`src/rtl/value_weight_dot_accumulator_pkg.sv`:
```
// Width helpers and shared types for the value-projection dot-product accumulator.
package value_proj_pkg;

  localparam int CNT_W = 16;
  typedef logic [CNT_W-1:0] beat_cnt_t;

  function automatic int clog2(input int v);
    int r;
    r = 0;
    while ((1 << r) < v) r++;
    return r;
  endfunction

  function automatic int pw_f(input int din_w, input int w_w);
    return din_w + w_w;
  endfunction

  function automatic int sw_f(input int pw, input int lanes);
    return pw + clog2(lanes);
  endfunction

  function automatic int aw_f(input int sw, input int depth);
    return sw + clog2(depth);
  endfunction

endpackage

```
`src/rtl/fixed_signed_adder_tree.sv`:
```
// Combinational signed adder tree: N lanes of IN_W bits, result IN_W + clog2(N) bits.
module fixed_signed_adder_tree
  import value_proj_pkg::*;
#(
  parameter int N     = 4,
  parameter int IN_W  = 32,
  parameter int OUT_W = IN_W + clog2(N)
) (
  input  logic signed [IN_W-1:0]  in_data [N],
  output logic signed [OUT_W-1:0] sum
);

  // Heap-ordered nodes: leaves at N..2N-1, root at 1.
  logic signed [OUT_W-1:0] node [1:2*N-1];

  always_comb begin
    for (int i = 0; i < N; i++) node[N+i] = OUT_W'(in_data[i]);
    for (int i = N - 1; i >= 1; i--) node[i] = node[2*i] + node[2*i+1];
    sum = node[1];
  end

endmodule

```
`src/rtl/value_weight_dot_accumulator.sv`:
```
// Joins activation and weight beats, reduces lane products and accumulates IN_DEPTH beats.
// Define VALUE_ACC_SATURATE_EN to clamp the result instead of wrapping it.
module value_weight_dot_accumulator
  import value_proj_pkg::*;
#(
  parameter int DATA_IN_PRECISION_0  = 16,
  parameter int DATA_IN_PRECISION_1  = 3,
  parameter int WEIGHT_PRECISION_0   = 16,
  parameter int WEIGHT_PRECISION_1   = 3,
  parameter int PARALLELISM          = 4,
  parameter int IN_DEPTH             = 8,
  parameter int DATA_OUT_PRECISION_0 = 32
) (
  input  logic                                   clk,
  input  logic                                   rst,
  input  logic signed [DATA_IN_PRECISION_0-1:0]  data_in [PARALLELISM],
  input  logic                                   data_in_valid,
  output logic                                   data_in_ready,
  input  logic signed [WEIGHT_PRECISION_0-1:0]   weight [PARALLELISM],
  input  logic                                   weight_valid,
  output logic                                   weight_ready,
  output logic signed [DATA_OUT_PRECISION_0-1:0] data_out,
  output logic                                   data_out_valid,
  input  logic                                   data_out_ready
);

  localparam int PW       = pw_f(DATA_IN_PRECISION_0, WEIGHT_PRECISION_0);
  localparam int SW       = sw_f(PW, PARALLELISM);
  localparam int AW       = aw_f(SW, IN_DEPTH);
  localparam int OW       = DATA_OUT_PRECISION_0;
  localparam int XW       = (AW > OW) ? AW : OW;
  localparam int OUT_FRAC = DATA_IN_PRECISION_1 + WEIGHT_PRECISION_1;

  if (OUT_FRAC > PW) begin : g_bad_frac
    $error("fraction bits exceed product width");
  end
  if ((1 << clog2(PARALLELISM)) != PARALLELISM) begin : g_bad_lanes
    $error("PARALLELISM must be a power of two");
  end

  logic                 en, fire, a_valid, last;
  logic signed [PW-1:0] prod [PARALLELISM];
  logic signed [SW-1:0] tree_sum, sum_reg;
  logic signed [AW-1:0] acc;
  logic signed [XW-1:0] total;
  logic signed [OW-1:0] res;
  beat_cnt_t            cnt;

  assign en            = !data_out_valid || data_out_ready;
  assign data_in_ready = en && weight_valid;
  assign weight_ready  = en && data_in_valid;
  assign fire          = en && data_in_valid && weight_valid;

  for (genvar i = 0; i < PARALLELISM; i++) begin : g_lane
    assign prod[i] = PW'(data_in[i]) * PW'(weight[i]);
  end

  fixed_signed_adder_tree #(.N(PARALLELISM), .IN_W(PW), .OUT_W(SW)) u_tree (
    .in_data (prod),
    .sum     (tree_sum)
  );

  always_ff @(posedge clk) begin
    if (rst) begin
      a_valid <= 1'b0;
      sum_reg <= '0;
    end else if (en) begin
      sum_reg <= tree_sum;
      a_valid <= fire;
    end
  end

  assign last  = (cnt == beat_cnt_t'(IN_DEPTH - 1));
  assign total = XW'(acc) + XW'(sum_reg);

`ifdef VALUE_ACC_SATURATE_EN
  localparam logic signed [XW-1:0] SAT_MAX = {{(XW-OW+1){1'b0}}, {(OW-1){1'b1}}};
  localparam logic signed [XW-1:0] SAT_MIN = {{(XW-OW+1){1'b1}}, {(OW-1){1'b0}}};

  always_comb begin
    res = total[OW-1:0];
    if (total > SAT_MAX)      res = SAT_MAX[OW-1:0];
    else if (total < SAT_MIN) res = SAT_MIN[OW-1:0];
  end
`else
  assign res = total[OW-1:0];
`endif

  always_ff @(posedge clk) begin
    if (rst) begin
      cnt            <= '0;
      acc            <= '0;
      data_out       <= '0;
      data_out_valid <= 1'b0;
    end else begin
      if (data_out_valid && data_out_ready) data_out_valid <= 1'b0;
      if (en && a_valid) begin
        if (last) begin
          data_out       <= res;
          data_out_valid <= 1'b1;
          acc            <= '0;
          cnt            <= '0;
        end else begin
          acc <= acc + AW'(sum_reg);
          cnt <= cnt + 1'b1;
        end
      end
    end
  end

endmodule
```
`config.mk`:
```
export PLATFORM = sky130hd
export DESIGN_NAME = value_weight_dot_accumulator
export DESIGN_NICKNAME = d
export VERILOG_FILES = /design/src/rtl/value_weight_dot_accumulator_pkg.sv /design/src/rtl/fixed_signed_adder_tree.sv /design/src/rtl/value_weight_dot_accumulator.sv
export SDC_FILE = /design/constraint.sdc
export NUM_CORES = 2
export LEC_CHECK = 0
export BUFFER_PORTS_ARGS = -buffer_cell sky130_fd_sc_hd__buf_2
export CAP_MARGIN = 0
export CORE_MARGIN = 5
export CORE_UTILIZATION = 66
export CTS_CLUSTER_DIAMETER = 30
export DETAILED_ROUTE_END_ITERATION = 8
export PLACE_DENSITY = 0.84
export SLEW_MARGIN = 40
export SYNTH_ARGS = -nofsm -noshare
export SYNTH_HDL_FRONTEND = slang
export SYNTH_HIERARCHICAL = 1
export SYNTH_SLANG_ARGS = --single-unit
```
`constraint.sdc`:
```
create_clock -name clk -period 12.5 [get_ports clk]
set_input_delay 0.625 -clock clk [delete_from_list [all_inputs] [get_ports clk]]
set_output_delay 0.625 -clock clk [all_outputs]
set_load 0.05 [all_outputs]
```
# After elaboration in Yosys (flattened, before gate mapping)
# Cells that the tools add are included.
dict set report word_totals {
  ff_bits 121
  latch_bits 0
  mem_bits_rw 0
  mem_bits_ro 0
  input_bits 133
  output_inout_bits 35
  word_cells 29
  n_memories 0
}
dict set report op_classes {
  addsub 5
  multipliers 4
  div_mod_pow 0
  order_cmp 0
  n_eq_ne 1
  n_shift 0
  mux 5
  bitwise_logic 0
  reduce_logical 8
}
# operator count
set ops {}
lappend ops {{multiplier 16 x 16 -> 32 bit} 4}
lappend ops {{adder 32 x 32 -> 33 bit} 2}
lappend ops {{adder 37 x 34 -> 37 bit} 1}
lappend ops {{two-way mux 37 bit} 1}
lappend ops {{adder 34 bit} 1}
lappend ops {{adder 16 x 1 -> 16 bit (second input constant)} 1}
lappend ops {{equality test 16 x 3 -> 1 bit (second input constant)} 1}
lappend ops {{two-way mux 16 bit} 1}
lappend ops {{logical AND 1 bit} 5}
lappend ops {{two-way mux 1 bit} 3}
lappend ops {{AND reduction 2 bit} 1}
lappend ops {{zero test 1 bit} 1}
lappend ops {{logical OR 1 bit} 1}

# Depth between registers and ports, before layout
dict set report logic_depth {
  ltp_word 4
  mapped_depth 39
  mapped_depth_nobuf 37
}

# Modules after synthesis
# The synthesis kept the hierarchy.
# mod n_inst cells_per_inst area_per_inst_um2 seq_area_each_um2
set modules_own_cells {}
lappend modules_own_cells {value_weight_dot_accumulator 1 5043 44894.3 2282.2}
lappend modules_own_cells {fixed_signed_adder_tree 1 498 3786.1 0.0}

# Least setup slack after synthesis
# No wires, ideal clock.
dict set report synth_path {
  kind {input to register}
  startpoint {input port data_in[31] (netlist name)}
  endpoint {register sum_reg[31]}
  setup_ps 132
  t_arrival_ps 8837
  required_time_ps 12368
  slack_ps 3531
  path_stages 35
  n_path_buf 2
  cell_sequence {clkbuf_1 -> nand2_1 -> inv_1 -> fa_1 -> fa_1 -> fa_1 -> fa_1 -> fa_1 -> inv_1 -> fa_1 -> inv_1 -> ha_1 -> a21o_1 -> a21o_1 -> a21o_1 -> a21o_1 -> a2111oi_0 -> o21ai_1 -> a41oi_1 -> nor2b_1 -> xnor2_1 -> inv_1 -> fa_1 -> fa_1 -> inv_1 -> ha_1 -> clkbuf_1 -> a21o_1 -> a21o_1 -> a21oi_1 -> inv_1 -> a2111o_1 -> o211a_1 -> nand2_1 -> a21oi_1}
}
# item line_no
set synth_lines {}
lappend synth_lines {{from (decl)} value_weight_dot_accumulator.sv:16} ;# input logic signed [DATA_IN_PRECISION_0-1:0] data_in [PARALLELISM],
lappend synth_lines {{to (signal assigned)} value_weight_dot_accumulator.sv:68} ;# sum_reg <= tree_sum;
lappend synth_lines {{to (decl)} value_weight_dot_accumulator.sv:43} ;# logic signed [SW-1:0] tree_sum, sum_reg;

==> flow_summary.json <==
{
  "crit_type": "in2reg",
  "finalSetupViolCount": 0,
  "initial_core_util_pct": 66.55,
  "slew_violations": 0,
  "die_w_um": 281.2,
  "grt.met2_usage_pct": 53.73,
  "antenna_found_initial": 0,
  "cp-start-kind": "input pin",
  "grt_use_met1_pct": 39.98,
  "final-hold-violation-count": 0,
  "hp-class": "reg2reg",
  "min_delay_path_depth": 2,
  "drive_gt1_share_pct": 4.269,
  "crit_fanout": 13,
  "cp_slowest_cell": "fa_1",
  "fmax_mhz": 107.3,
  "clk_pin_slew_ps": 60,
  "diodes": 0,
  "place_hpwl_um": 97840,
  "cp_data_arrival_time_ps": 9660,
  "status": "complete, no violations",
  "avgRoutedWirePerCell_um": 18.00,
  "core_region_area_mm2": 0.07296,
  "r2r_cells": 10,
  "drt_iter0_markers": 2592,
  "tightest_slew_ps": 793.8,
  "ant_nets": 0,
  "grt_max_degree": 114,
  "maxCapViolCount": 0,
  "drt-vias-per-instance": 5.707,
  "grtUsageMet3_pct": 3.290,
  "syn_nets": 7166,
  "hold_ws_ps": 451.4,
  "port-buffer-count": 167,
  "cts_resized": 0,
  "critical_path.most_common_cell": "fa_1",
  "syn_inst": 5528,
  "tns_ps": 0,
  "route.vias.total": 37160,
  "grt_usage_pct": 30.70,
  "period_share_pct": 74.57,
  "die_area_mm2": 0.07910,
  "fp.dieH_um": 281.2,
  "grt_pass1_wl_um": 197900,
  "avgSynthCellArea_um2": 8.784,
  "critical_path_required_ps": 12840,
  "cts_buffers": 17,
  "cts_setup_buffers": 0,
  "grt_overflow_total": 0,
  "crit_path_end_kind": "flip-flop",
  "clk_path_buf_depth": 2,
  "cts_sinks": 114,
  "final_cell_mix": "inv_1 (1354), fa_1 (1113), nand2_1 (696), and2_1 (493), ha_1 (392)",
  "clock_skew_ps": 13.38,
  "drtPass1Iterations": 6,
  "grt_pass1_vias": 40460,
  "min_period_ps": 9321,
  "critPathMaxStageDelay_ps": 530,
  "area_growth_pct": 4.069,
  "syn_area_mm2": 0.04856,
  "htree_levels": 4,
  "placementRows": 99,
  "route.detailed.drc": 0,
  "final_nets": 7177,
  "final_common_cell": "inv_1",
  "wirelength_um": 117200,
  "rsz0062_at_grt": "false",
  "cts_tree": "yes",
  "routabilityCongestion": 0.9877,
  "root_buffer": "clkbuf_16",
  "worstSkewPairLatency_ps": 420,
  "holdBufCountCts": 0,
  "busiest_layer": "met2",
  "io-pin-count": 168,
  "slew_headroom_pct": 47.08,
  "ys_warn_count": 6
}
-- final timing paths --
kind,from,to,slack (ps)
max,weight[15],sum_reg[29],3180
min,data_out[8],data_out[8],450
max reg2reg,sum_reg[1],data_out[31],9530
min reg2reg,data_out[8],data_out[8],450
-- cell type report --
cell class                 count  area [um2]
multi-input combinational   3880       40520
clock inverter                15       145.1
tap                          959        1200
inverter                    1354        5082
fill                        5515       22430
sequential                   114        2282
timing repair buffer         172       879.6
clock buffer                  17       425.4
-- metal layers --
| layer | vias to the layer above | part of all wire (%) |
|---|---|---|
| li1 | 16560 | - |
| met5 | - | 0 |
| met2 | 1493 | 50 |
| met1 | 18740 | 38 |
| met3 | 369 | 6.8 |
| met4 | 0 | 4.3 |
-- through the flow --
stage	worst slack, ps	cells	util (%)	instance area, um2
finish	3179	6511	69.26	50530
global route	2615	6511	69.26	50530
CTS	3281	6511	69.26	50530
detailed placement	2854	6479	68.48	49960
global placement	2987	6479	68.47	49950
floorplan	3531	5528	-	48560
-- critical path, delay by kind of cell --
kind / cells / cell delay (ps)
AOI/OAI and AO/OA: 7 / 1600
buffers and inverters: 6 / 910
adders and majority gates: 10 / 4700
and+or+nand+nor: 9 / 1490
xor gates and xnor gates: 1 / 310
Power is not shown: default switching activity piles up to over one toggle a cycle in this logic, so the estimate is an artifact.
